[src/rtl/sockit_spi_ser_pkg.sv]
// Shared types and field offsets for the SPI command serializer.
//   iom_t      : I/O lane mode (single/3-wire, dual, quad, reserved)
//   CCO_*/CCI_*: bit offsets inside cmo_ctl / cmi_ctl
//   sdo_hdr_t  : fixed-width upper part of sdo_ctl; the beat bit count
//                (SDL bits, depends on SDW) is appended below it
//   state_t    : serializer FSM states
package sockit_spi_pkg;

    typedef enum logic [1:0] {
        IOM_SINGLE = 2'b00,
        IOM_DUAL   = 2'b01,
        IOM_QUAD   = 2'b10,
        IOM_RSVD   = 2'b11
    } iom_t;

    // cmo_ctl layout: [11:10] iom, [9] die, [8] doe, [7] sso, [6:0] cnt
    localparam int unsigned CCO_IOM = 10;
    localparam int unsigned CCO_DIE = 9;
    localparam int unsigned CCO_DOE = 8;
    localparam int unsigned CCO_SSO = 7;
    localparam int unsigned CCO_CNT = 0;
    localparam int unsigned CNT_W   = 7;

    // cmi_ctl layout: [3:2] iom, [1] sso, [0] ovf
    localparam int unsigned CCI_IOM = 2;
    localparam int unsigned CCI_SSO = 1;
    localparam int unsigned CCI_OVF = 0;

    // sdo_ctl = {sdo_hdr_t, bcnt[SDL-1:0]}
    typedef struct packed {
        logic lst;
        logic sso;
        logic doe;
        logic die;
        iom_t iom;
    } sdo_hdr_t;

    typedef enum logic [1:0] {
        IDL,
        SHF,
        RCV,
        RSP
    } state_t;

endpackage

[src/rtl/sockit_spi_ser_if.sv]
// Handshake bundle of the command serializer.
//   cmo_* : command stream in (producer -> serializer)
//   cmi_* : response stream out (serializer -> producer)
//   sdo_* : serial output beats (serializer -> shift engine)
//   sdi_* : serial input beats (shift engine -> serializer)
// Modport slave is the serializer side, master the surrounding logic.
interface sockit_spi_ser_if #(
    parameter  int unsigned CCO = 12,
    parameter  int unsigned CCI = 4,
    parameter  int unsigned CDW = 32,
    parameter  int unsigned SDW = 8,
    localparam int unsigned SDL = $clog2(SDW),
    localparam int unsigned SCW = 6 + SDL
);

    logic           cmo_vld;
    logic [CCO-1:0] cmo_ctl;
    logic [CDW-1:0] cmo_dat;
    logic           cmo_rdy;

    logic           cmi_vld;
    logic [CCI-1:0] cmi_ctl;
    logic [CDW-1:0] cmi_dat;
    logic           cmi_rdy;

    logic           sdo_vld;
    logic [SCW-1:0] sdo_ctl;
    logic [SDW-1:0] sdo_dat;
    logic           sdo_rdy;

    logic           sdi_vld;
    logic [SDW-1:0] sdi_dat;
    logic           sdi_rdy;

    modport slave (
        input  cmo_vld, cmo_ctl, cmo_dat, output cmo_rdy,
        output cmi_vld, cmi_ctl, cmi_dat, input  cmi_rdy,
        output sdo_vld, sdo_ctl, sdo_dat, input  sdo_rdy,
        input  sdi_vld, sdi_dat,          output sdi_rdy
    );

    modport master (
        output cmo_vld, cmo_ctl, cmo_dat, input  cmo_rdy,
        input  cmi_vld, cmi_ctl, cmi_dat, output cmi_rdy,
        input  sdo_vld, sdo_ctl, sdo_dat, output sdo_rdy,
        output sdi_vld, sdi_dat,          input  sdi_rdy
    );

endinterface

[src/rtl/sockit_spi_ser_rx.sv]
// Receive side of the serializer: variable-width input shifter and beat counter.
//   clk, rst : clock, synchronous active-low reset
//   clr      : start of a new command, clears count and data
//   en       : collection enabled (die=1 and shifting/receiving)
//   nbt      : number of beats in the command
//   lbcnt    : bits in the final beat minus 1
//   sdi_*    : serial input beat handshake (data right-aligned)
//   rx_dat   : gathered word, right-aligned
//   done_nxt : all beats will have been received after this clock edge
module sockit_spi_ser_rx #(
    parameter  int unsigned CDW = 32,
    parameter  int unsigned SDW = 8,
    parameter  int unsigned NBW = 3,
    localparam int unsigned SDL = $clog2(SDW)
) (
    input  logic           clk,
    input  logic           rst,
    input  logic           clr,
    input  logic           en,
    input  logic [NBW-1:0] nbt,
    input  logic [SDL-1:0] lbcnt,
    input  logic           sdi_vld,
    input  logic [SDW-1:0] sdi_dat,
    output logic           sdi_rdy,
    output logic [CDW-1:0] rx_dat,
    output logic           done_nxt
);

    logic [NBW-1:0] cnt;
    logic [CDW-1:0] rx;
    logic           last;
    logic           xfer;
    logic [SDW-1:0] mask;
    logic [SDL:0]   nsh;

    assign sdi_rdy = en && (cnt < nbt);
    assign rx_dat  = rx;

    // The final beat only contributes lbcnt+1 bits, so both the shift
    // distance and the data mask shrink for it.
    always_comb begin
        last = (cnt == nbt - NBW'(1));
        xfer = sdi_vld && sdi_rdy;
        mask = '1;
        nsh  = (SDL+1)'(SDW);
        if (last) begin
            nsh = {1'b0, lbcnt} + (SDL+1)'(1);
            for (int unsigned i = 0; i < SDW; i++) begin
                mask[i] = (SDL'(i) <= lbcnt);
            end
        end
        done_nxt = (cnt == nbt) || (last && xfer);
    end

    always_ff @(posedge clk) begin
        if (!rst || clr) begin
            cnt <= '0;
            rx  <= '0;
        end else if (xfer) begin
            cnt <= cnt + NBW'(1);
            rx  <= (rx << nsh) | CDW'(sdi_dat & mask);
        end
    end

endmodule

[src/rtl/sockit_spi_ser.sv]
// Command serializer between command producers and the SPI shift engine.
// Takes one command word, slices its left-aligned data into SDW-bit beats
// (MSB first) for the shift engine, and when input is enabled gathers the
// returned beats into one right-aligned response word.
//   clk : clock
//   rst : synchronous active-low reset
//   bus : command, response, serial-out and serial-in handshakes
module sockit_spi_ser
    import sockit_spi_pkg::*;
#(
    parameter int unsigned CCO = 12,
    parameter int unsigned CCI = 4,
    parameter int unsigned CDW = 32,
    parameter int unsigned SDW = 8
) (
    input  logic             clk,
    input  logic             rst,
    sockit_spi_ser_if.slave  bus
);

    localparam int unsigned SDL = $clog2(SDW);
    localparam int unsigned NBW = $clog2(CDW / SDW) + 1;
    localparam logic [CNT_W-1:0] CNT_MAX = CNT_W'(CDW - 1);

    state_t         state;
    iom_t           iom;
    logic           sso;
    logic           doe;
    logic           die;
    logic           ovf;
    logic [CDW-1:0] shift;
    logic [NBW-1:0] tx_rem;
    logic [NBW-1:0] nbt;
    logic [SDL-1:0] lbcnt;
    logic           cmo_rdy_r;
    logic           sdo_vld_r;
    logic           cmi_vld_r;

    logic [CNT_W-1:0] cmd_cnt;
    logic [CNT_W-1:0] cnt_eff;
    logic             cmd_ovf;
    logic [NBW-1:0]   cmd_nbt;
    logic             tx_last;
    sdo_hdr_t         sdo_hdr;
    logic             rx_clr;
    logic             rx_en;
    logic             rx_done_nxt;
    logic [CDW-1:0]   rx_dat;

    // nbt = ceil((cnt_eff+1)/SDW); the final beat carries cnt_eff mod SDW + 1 bits.
    always_comb begin
        cmd_cnt = bus.cmo_ctl[CCO_CNT +: CNT_W];
        cmd_ovf = cmd_cnt > CNT_MAX;
        cnt_eff = cmd_ovf ? CNT_MAX : cmd_cnt;
        cmd_nbt = NBW'(cnt_eff >> SDL) + NBW'(1);
    end

    assign tx_last = (tx_rem == NBW'(1));
    assign rx_clr  = bus.cmo_vld && cmo_rdy_r;
    assign rx_en   = die && ((state == SHF) || (state == RCV));

    always_ff @(posedge clk) begin
        if (!rst) begin
            state     <= IDL;
            iom       <= IOM_SINGLE;
            sso       <= 1'b0;
            doe       <= 1'b0;
            die       <= 1'b0;
            ovf       <= 1'b0;
            shift     <= '0;
            tx_rem    <= '0;
            nbt       <= '0;
            lbcnt     <= '0;
            cmo_rdy_r <= 1'b1;
            sdo_vld_r <= 1'b0;
            cmi_vld_r <= 1'b0;
        end else begin
            case (state)
                IDL: begin
                    if (bus.cmo_vld) begin
                        iom       <= iom_t'(bus.cmo_ctl[CCO_IOM +: 2]);
                        die       <= bus.cmo_ctl[CCO_DIE];
                        doe       <= bus.cmo_ctl[CCO_DOE];
                        sso       <= bus.cmo_ctl[CCO_SSO];
                        ovf       <= cmd_ovf;
                        shift     <= bus.cmo_dat;
                        tx_rem    <= cmd_nbt;
                        nbt       <= cmd_nbt;
                        lbcnt     <= cnt_eff[SDL-1:0];
                        cmo_rdy_r <= 1'b0;
                        sdo_vld_r <= 1'b1;
                        state     <= SHF;
                    end
                end
                SHF: begin
                    if (bus.sdo_rdy) begin
                        shift  <= shift << SDW;
                        tx_rem <= tx_rem - NBW'(1);
                        if (tx_last) begin
                            sdo_vld_r <= 1'b0;
                            if (!die) begin
                                cmo_rdy_r <= 1'b1;
                                state     <= IDL;
                            end else if (rx_done_nxt) begin
                                // input already complete: skip RCV
                                cmi_vld_r <= 1'b1;
                                state     <= RSP;
                            end else begin
                                state <= RCV;
                            end
                        end
                    end
                end
                RCV: begin
                    if (rx_done_nxt) begin
                        cmi_vld_r <= 1'b1;
                        state     <= RSP;
                    end
                end
                RSP: begin
                    if (bus.cmi_rdy) begin
                        cmi_vld_r <= 1'b0;
                        cmo_rdy_r <= 1'b1;
                        state     <= IDL;
                    end
                end
                default: state <= IDL;
            endcase
        end
    end

    always_comb begin
        sdo_hdr     = '0;
        sdo_hdr.lst = tx_last;
        sdo_hdr.sso = sso;
        sdo_hdr.doe = doe;
        sdo_hdr.die = die;
        sdo_hdr.iom = iom;
    end

    assign bus.cmo_rdy = cmo_rdy_r;
    assign bus.sdo_vld = sdo_vld_r;
    assign bus.sdo_dat = shift[CDW-1 -: SDW];
    assign bus.sdo_ctl = {sdo_hdr, tx_last ? lbcnt : SDL'(SDW - 1)};
    assign bus.cmi_vld = cmi_vld_r;
    assign bus.cmi_ctl = {iom, sso, ovf};
    assign bus.cmi_dat = rx_dat;

    sockit_spi_ser_rx #(
        .CDW (CDW),
        .SDW (SDW),
        .NBW (NBW)
    ) u_rx (
        .clk      (clk),
        .rst      (rst),
        .clr      (rx_clr),
        .en       (rx_en),
        .nbt      (nbt),
        .lbcnt    (lbcnt),
        .sdi_vld  (bus.sdi_vld),
        .sdi_dat  (bus.sdi_dat),
        .sdi_rdy  (bus.sdi_rdy),
        .rx_dat   (rx_dat),
        .done_nxt (rx_done_nxt)
    );

endmodule
[src/flat_wrapper.sv]
// flat-port wrapper written by rule: the top's interface ports become plain ports
module sockit_spi_ser_flat import sockit_spi_pkg::*;
#(
    parameter int unsigned CCO = 12,
    parameter int unsigned CCI = 4,
    parameter int unsigned CDW = 32,
    parameter int unsigned SDW = 8
)
  (clk, rst, bus_cmo_vld, bus_cmo_ctl, bus_cmo_dat, bus_cmo_rdy, bus_cmi_vld, bus_cmi_ctl, bus_cmi_dat, bus_cmi_rdy, bus_sdo_vld, bus_sdo_ctl, bus_sdo_dat, bus_sdo_rdy, bus_sdi_vld, bus_sdi_dat, bus_sdi_rdy);
  sockit_spi_ser_if #(.CCO(CCO), .CCI(CCI), .CDW(CDW), .SDW(SDW)) bus_i ();
  input  logic clk;
  input  logic rst;
  input wire logic [$bits(bus_i.cmo_vld)-1:0] bus_cmo_vld;
  input wire logic [$bits(bus_i.cmo_ctl)-1:0] bus_cmo_ctl;
  input wire logic [$bits(bus_i.cmo_dat)-1:0] bus_cmo_dat;
  output wire logic [$bits(bus_i.cmo_rdy)-1:0] bus_cmo_rdy;
  output wire logic [$bits(bus_i.cmi_vld)-1:0] bus_cmi_vld;
  output wire logic [$bits(bus_i.cmi_ctl)-1:0] bus_cmi_ctl;
  output wire logic [$bits(bus_i.cmi_dat)-1:0] bus_cmi_dat;
  input wire logic [$bits(bus_i.cmi_rdy)-1:0] bus_cmi_rdy;
  output wire logic [$bits(bus_i.sdo_vld)-1:0] bus_sdo_vld;
  output wire logic [$bits(bus_i.sdo_ctl)-1:0] bus_sdo_ctl;
  output wire logic [$bits(bus_i.sdo_dat)-1:0] bus_sdo_dat;
  input wire logic [$bits(bus_i.sdo_rdy)-1:0] bus_sdo_rdy;
  input wire logic [$bits(bus_i.sdi_vld)-1:0] bus_sdi_vld;
  input wire logic [$bits(bus_i.sdi_dat)-1:0] bus_sdi_dat;
  output wire logic [$bits(bus_i.sdi_rdy)-1:0] bus_sdi_rdy;
  assign bus_i.cmo_vld = bus_cmo_vld;
  assign bus_i.cmo_ctl = bus_cmo_ctl;
  assign bus_i.cmo_dat = bus_cmo_dat;
  assign bus_cmo_rdy = bus_i.cmo_rdy;
  assign bus_cmi_vld = bus_i.cmi_vld;
  assign bus_cmi_ctl = bus_i.cmi_ctl;
  assign bus_cmi_dat = bus_i.cmi_dat;
  assign bus_i.cmi_rdy = bus_cmi_rdy;
  assign bus_sdo_vld = bus_i.sdo_vld;
  assign bus_sdo_ctl = bus_i.sdo_ctl;
  assign bus_sdo_dat = bus_i.sdo_dat;
  assign bus_i.sdo_rdy = bus_sdo_rdy;
  assign bus_i.sdi_vld = bus_sdi_vld;
  assign bus_i.sdi_dat = bus_sdi_dat;
  assign bus_sdi_rdy = bus_i.sdi_rdy;
  sockit_spi_ser #(.CCO(CCO), .CCI(CCI), .CDW(CDW), .SDW(SDW)) u_core (.clk(clk), .rst(rst), .bus(bus_i));
endmodule
[config.mk]
export PLATFORM = sky130hd
export DESIGN_NAME = sockit_spi_ser_flat
export DESIGN_NICKNAME = d
export VERILOG_FILES = /design/src/rtl/sockit_spi_ser_pkg.sv /design/src/rtl/sockit_spi_ser_if.sv /design/src/rtl/sockit_spi_ser_rx.sv /design/src/rtl/sockit_spi_ser.sv /design/src/flat_wrapper.sv
export SDC_FILE = /design/constraint.sdc
export NUM_CORES = 1
export LEC_CHECK = 0
export ABC_AREA = 0
export CAP_MARGIN = 25
export CELL_PAD_IN_SITES_DETAIL_PLACEMENT = 1
export CELL_PAD_IN_SITES_GLOBAL_PLACEMENT = 1
export CORE_ASPECT_RATIO = 1.4
export CORE_MARGIN = 4
export CORE_UTILIZATION = 39
export DETAILED_ROUTE_END_ITERATION = 8
export PLACE_DENSITY = 0.84
export SLEW_MARGIN = 20
export SYNTH_ARGS = -nofsm -noshare
export SYNTH_HDL_FRONTEND = slang
export SYNTH_SLANG_ARGS = --single-unit
[constraint.sdc]
create_clock -name clk -period 4.1 [get_ports clk]
set_clock_uncertainty 0.15 [all_clocks]
set_input_delay 0.82 -clock clk [delete_from_list [all_inputs] [get_ports clk]]
set_output_delay 0.82 -clock clk [all_outputs]
set_load 0.05 [all_outputs]
# [After elaboration in Yosys (flattened, before gate mapping)]
# Cells that the tools add are included.
[totals] memories=0 elab_cells=99 latch_bits=0 ramBits=0 regBits=87 out_inout_bits=57 rom_bits=0 in_bits=58
[classes] n_mul=0 reduce_logical=19 div_mod_pow=0 n_bitwise=2 shift=1 n_addsub=5 n_mux=34 eq_ne=13 order_cmp=10
[op_table] op="two-way mux 32 bit" n=2
[op_table] op="case mux 32 bit (2 select lines)" n=1
[op_table] op="OR 32 x 8 -> 32 bit" n=1
[op_table] op="left shift 32 x 4 -> 32 bit" n=1
[op_table] op="two-way mux 1 bit" n=14
[op_table] op="<= comparator 3 bit, first input constant" n=4
[op_table] op="two-way mux 2 bit" n=6
[op_table] op="AND reduction 5 bit" n=2
[op_table] op="two-way mux 3 bit" n=3
[op_table] op="AND 8 bit" n=1
[op_table] op="two-way mux 8 bit" n=1
[op_table] op="inequality test 2 bit, second input constant" n=4
[op_table] op="case mux 2 bit (4 select lines)" n=1
[op_table] op="> comparator 7 x 5 -> 1 bit, second input constant" n=1
[op_table] op="adder 3 x 1 -> 3 bit, second input constant" n=2
[op_table] op="== test 3 bit" n=2
[op_table] op="<= comparator 1 x 3 -> 1 bit, first input constant" n=2
[op_table] op="<= comparator 2 x 3 -> 1 bit, first input constant" n=2
[op_table] op="two-way mux 6 bit" n=1
[op_table] op="inequality test 2 x 1 -> 1 bit, second input constant" n=3
[op_table] op="case mux 1 bit (3 select lines)" n=2
[op_table] op="case mux 3 bit (2 select lines)" n=1
[op_table] op="AND reduction 6 bit" n=1
[op_table] op="nonzero test 3 bit" n=2
[op_table] op="other kinds (16)" n=24

# [Logic depth before layout (Yosys ltp)]
[depth] word_depth=12 ltp_mapped=14 mapped_depth_nobuf=8

# [Hierarchy]
# From an unflattened synthesis, not the netlist that was laid out.
[unflattened] hier_cells=739 hier_area_um2=6279.8
[by_module_without_submodules] module="sockit_spi_ser_rx" instances=1 area_per_inst_um2=3667.3 cells_per_inst=463 seq_area_each_um2=700.7
[by_module_without_submodules] module="sockit_spi_ser" instances=1 area_per_inst_um2=2612.5 cells_per_inst=276 seq_area_each_um2=1041.0

# [Least setup slack after synthesis]
# Ideal clock, no wire load.
[synth_timing] kind="reg2reg" start="register u_core.lbcnt[0]" end="register u_core.u_rx.rx[27], in the netlist u_core.u_rx.rx_dat[27]" setup_time_ns=0.071 t_arrival_ns=2.733 slack_ns=1.146 path_buffers=5 path_stages_with_launch=14 synth_period_minus_slack_ns=2.954 t_required_ns=3.879 cell_sequence="dfxtp_1 > buf_2 > clkinv_1 > clkbuf_1 > ha_1 > buf_2 > buf_2 > buf_2 > nand2_1 > o41ai_1 > a21oi_1 > o211ai_1 > o2111ai_1 > a21oi_1"
[synth_via] elab_chain_cells=4
[synth_lines] item="start: declaration" line_no="sockit_spi_ser.sv:34" rtl="logic [SDL-1:0] lbcnt;"
[synth_lines] item="start signal: assignment" line_no="sockit_spi_ser.sv:89" rtl="lbcnt <= cnt_eff[SDL-1:0];"
[synth_lines] item="adder 3 x 1 -> 4 bit" line_no="sockit_spi_ser_rx.sv:47" rtl="nsh = {1'b0, lbcnt} + (SDL+1)'(1);"
[synth_lines] item="two-way mux 4 bit" line_no="sockit_spi_ser_rx.sv:46" rtl="if (last) begin"
[synth_lines] item="left shift 32 x 4 -> 32 bit" line_no="sockit_spi_ser_rx.sv:61" rtl="rx <= (rx << nsh) | CDW'(sdi_dat & mask);"
[synth_lines] item="OR 32 x 8 -> 32 bit" line_no="sockit_spi_ser_rx.sv:61"
[synth_lines] item="end signal: assignment" line_no="sockit_spi_ser_rx.sv:61"
[synth_lines] item="end: declaration" line_no="sockit_spi_ser_rx.sv:30" rtl="logic [CDW-1:0] rx;"
# Every way passes these cells.
# A chain may end at the register's enable or synchronous reset.

# [Worst setup path after layout]
[layout_timing] start="register u_core.u_rx.cnt[1]" end="output port bus_sdi_rdy"
[layout_via] elab_chain_cells=2
[layout_lines] item="start: declaration" line_no="sockit_spi_ser_rx.sv:29" rtl="logic [NBW-1:0] cnt;"
[layout_lines] item="start signal: assignment" line_no="sockit_spi_ser_rx.sv:60" rtl="cnt <= cnt + NBW'(1);"
[layout_lines] item="< comparator 3 bit" line_no="sockit_spi_ser_rx.sv:36" rtl="assign sdi_rdy = en && (cnt < nbt);"
[layout_lines] item="logical AND 1 bit" line_no="sockit_spi_ser_rx.sv:36"
[layout_lines] item="end: declaration" line_no="flat_wrapper.sv:27" rtl="output wire logic [$bits(bus_i.sdi_rdy)-1:0] bus_sdi_rdy;"
# Every way passes these cells.

==> results_dict.tcl <==
set metrics [dict create \
    outcome "complete, no violations" \
    netlist_area_sq_um 6135 \
    via_count 6390 \
    syn_inst 741 \
    yosys.cell_types.count 75 \
    die_h_um 156.4 \
    drc 0 \
    layout.nets 881 \
    grt_use_total_pct 26.89 \
    drv_slew 0 \
    timing.hold.ws_ns 0.3167 \
    die_area_sq_um 17830 \
    grt_pass1_wl_um 37720 \
    coreArea_sq_um 15540 \
    rr_endpoint "u_core.u_rx.rx_dat[11]" \
    rsz0062_at_grt "no" \
    crit_path_max_fanout 5 \
    powerDensity_nw_per_um2 423.3 \
    layout_commonest_cell "clkdlybuf4s50_1" \
    antenna_found_initial 0 \
    synth_fp_nets 814 \
    max_freq_ghz 0.2704 \
    rrSetupSlack_ns 0.70 \
    synth_top_cell_by_area "dfxtp_1" \
    crit_arrival_ns 2.73 \
    first_pass_iters 4 \
    finalPower_mw 3.210 \
    portBuffers 114 \
    clock_path_buffers 2 \
    num_rows 54 \
    die_w_um 114 \
    avgSynthCellArea_sq_um 8.279 \
    grt.overflow.total 0 \
    clock_latency_ns 0.36 \
    whs_path_depth 2 \
    cap_violations 0 \
    dominantRegCellSynth "dfxtp_1" \
    via_per_inst 6.333 \
    cts.reportedPaths.clkPinSlew_ns 0.07 \
    synth.top_cell.area_share_pct 28.39 \
    cts_resized 0 \
    post_cts_buffers 0 \
    routed_wl_um 24240 \
    cts_tree "yes" \
    layout_min_cycle_time_ns 3.699 \
    fin_crit_sh_pct 90.21 \
    mostFrequentLayoutCells "112 x clkdlybuf4s50_1, 91 x nand2_1, 87 x dfxtp_1, 62 x mux2i_1, 44 x o21ai_0" \
    ys_seq_area_share_pct 28.39 \
    grt_pass1_vias 6791 \
    r2r_start "u_core.lbcnt[1]" \
    worst_pin_slew_ns 0.9577 \
    start_kind "flop" \
    fillers 1860 \
    relSlewSlack_pct 35.70 \
    crit_type "flop to output pin" \
    critPathRequiredTime_ns 3.13 \
    hp-class "flop to flop" \
    hold_viol 0 \
    ir_drop_mv 0.3918 \
    worstSetupStartpoint "u_core.u_rx.cnt[1]" \
    drtAntennaViolNets 0 \
    post_drt_wl_per_cell_um 24.02 \
    yosys-top-cells-area "dfxtp_1 28%, mux2i_1 10%, nand2_1 5.6%" \
    reg2reg_depth 8 \
    drive_gt1_share_pct 8.118 \
    p_leak_nw 3.036 \
    ys_ff_latch 87 \
    synthArstFlopShare_pct 0 \
    critPathCapture "bus_sdi_rdy" \
    grt_max_degree 49 \
    synth_edf_count 0 \
    start_util_pct 39.48 \
    io_pins 115 \
    cts_hold_buf 0 \
    h-tree-depth 3 \
    dr.first_iter.drc_count 357 \
    setup_viol 0 \
    regArea_sq_um 1742 \
    place_congestion 0.9576 \
    tns_ns 0 \
    ctsRootBufferMaster "clkbuf_16" \
    ys.warnings.count 0 \
    area_delta_synth_final_pct 23.64 \
    multi_input_area_sq_um 3923 \
    clkSinkCount 87 \
    dp_hpwl_um 17420 \
    num_antenna_cells 0 \
    cp-end-kind "output pin" \
    numCtsBuffers 9 \
]
==> state kept, by name (all words and copies together) (netlist names), named ones only <==
register,cells
u_core.sso,1
u_core.bus.sdo_vld,1
u_core.nbt,3
u_core.u_rx.cnt,3
u_core.state,1
u_core.bus.cmi_vld,1
u_core.doe,1
u_core.tx_rem,3
u_core.die,1
u_core.u_rx.rx_dat,32
u_core.bus.cmo_rdy,1
u_core.ovf,1
u_core.iom,2
u_core.lbcnt,3
u_core.shift,32
==> logic make-up after synthesis <==
| logic type | synth area share (%) |
|---|---|
| adder cells (fa/ha/maj) | 3.059 |
| multiplexers | 13.30 |
| XOR/XNOR | 1.652 |
| flip-flops | 28.39 |
| AO/OA/AOI/OAI | 28.62 |
| buffers and inverters | 7.750 |
| AND/OR/NAND/NOR | 17.23 |
==> how the worst min path moves through the flow <==
stage | end | slack (ns) | start
2_1_floorplan | u_core.tx_rem[1] | 0.29 | u_core.tx_rem[1]
3_3_place_gp | u_core.tx_rem[1] | 0.30 | u_core.tx_rem[1]
3_5_place_dp | u_core.nbt[1] | 0.31 | u_core.nbt[1]
4_1_cts | u_core.nbt[1] | 0.32 | u_core.nbt[1]
5_1_grt | u_core.nbt[1] | 0.34 | u_core.nbt[1]
6_report | u_core.tx_rem[1] | 0.32 | u_core.tx_rem[1]
==> synthesized netlist by cell type (all sizes together) (16+ instances only) <==
cell type / count
dfxtp: 87
o211a: 32
mux2i: 62
nor2: 33
nor2b: 17
a22oi: 16
a21oi: 41
buf: 39
inv: 23
nand2: 91
clkbuf: 38
o21ai: 46
nand3: 21
==> layout make-up <==
| type | count | area share, % |
|---|---|---|
| inverters | 24 | 1.188 |
| clock buffers | 9 | 2.969 |
| flip-flops and latches | 87 | 22.96 |
| repair buffers | 133 | 16.83 |
| multi-input cells | 553 | 51.72 |
| well taps | 196 | 3.233 |
| clock inverters | 7 | 1.105 |
==> worst max-delay path: stages, from the launching register on <==
cell and delay (ns):
dfxtp_1 0.54, ha_1 0.31, nor2b_1 0.15, o21ai_0 0.31, and2_1 0.23, clkdlybuf4s50_1 0.83
==> stage by stage <==
step / utilization, % / area (sq um) / worst slack (ns) / cells
after detailed placement: 46.82 / 7276 / 0.8301 / 993
after CTS: 48.81 / 7585 / 0.4078 / 1009
after global placement: 46.82 / 7276 / 0.9539 / 993
after floorplan: - / 6135 / 1.146 / 741
final: 48.81 / 7585 / 0.4014 / 1009
after global routing: 48.81 / 7585 / 0.2545 / 1009
==> layer usage <==
| layer | part of all wire [%] | global-route usage (%) | up-vias |
|---|---|---|---|
| met1 | 37 | 30.51 | 3165 |
| met2 | 52 | 48.35 | 282 |
| li1 | - | - | 2876 |
| met5 | 0 | 0 | - |
| met4 | 3.6 | 12.39 | 0 |
| met3 | 7.2 | 4.913 | 67 |
==> where the power goes <==
group	leakage, nW	switching [mW]	internal [mW]
registers	0.711	0.0844	0.964
clock network	0.151	0.436	0.438
logic	2.17	0.808	0.480
Power figures use the tool's default switching activity.
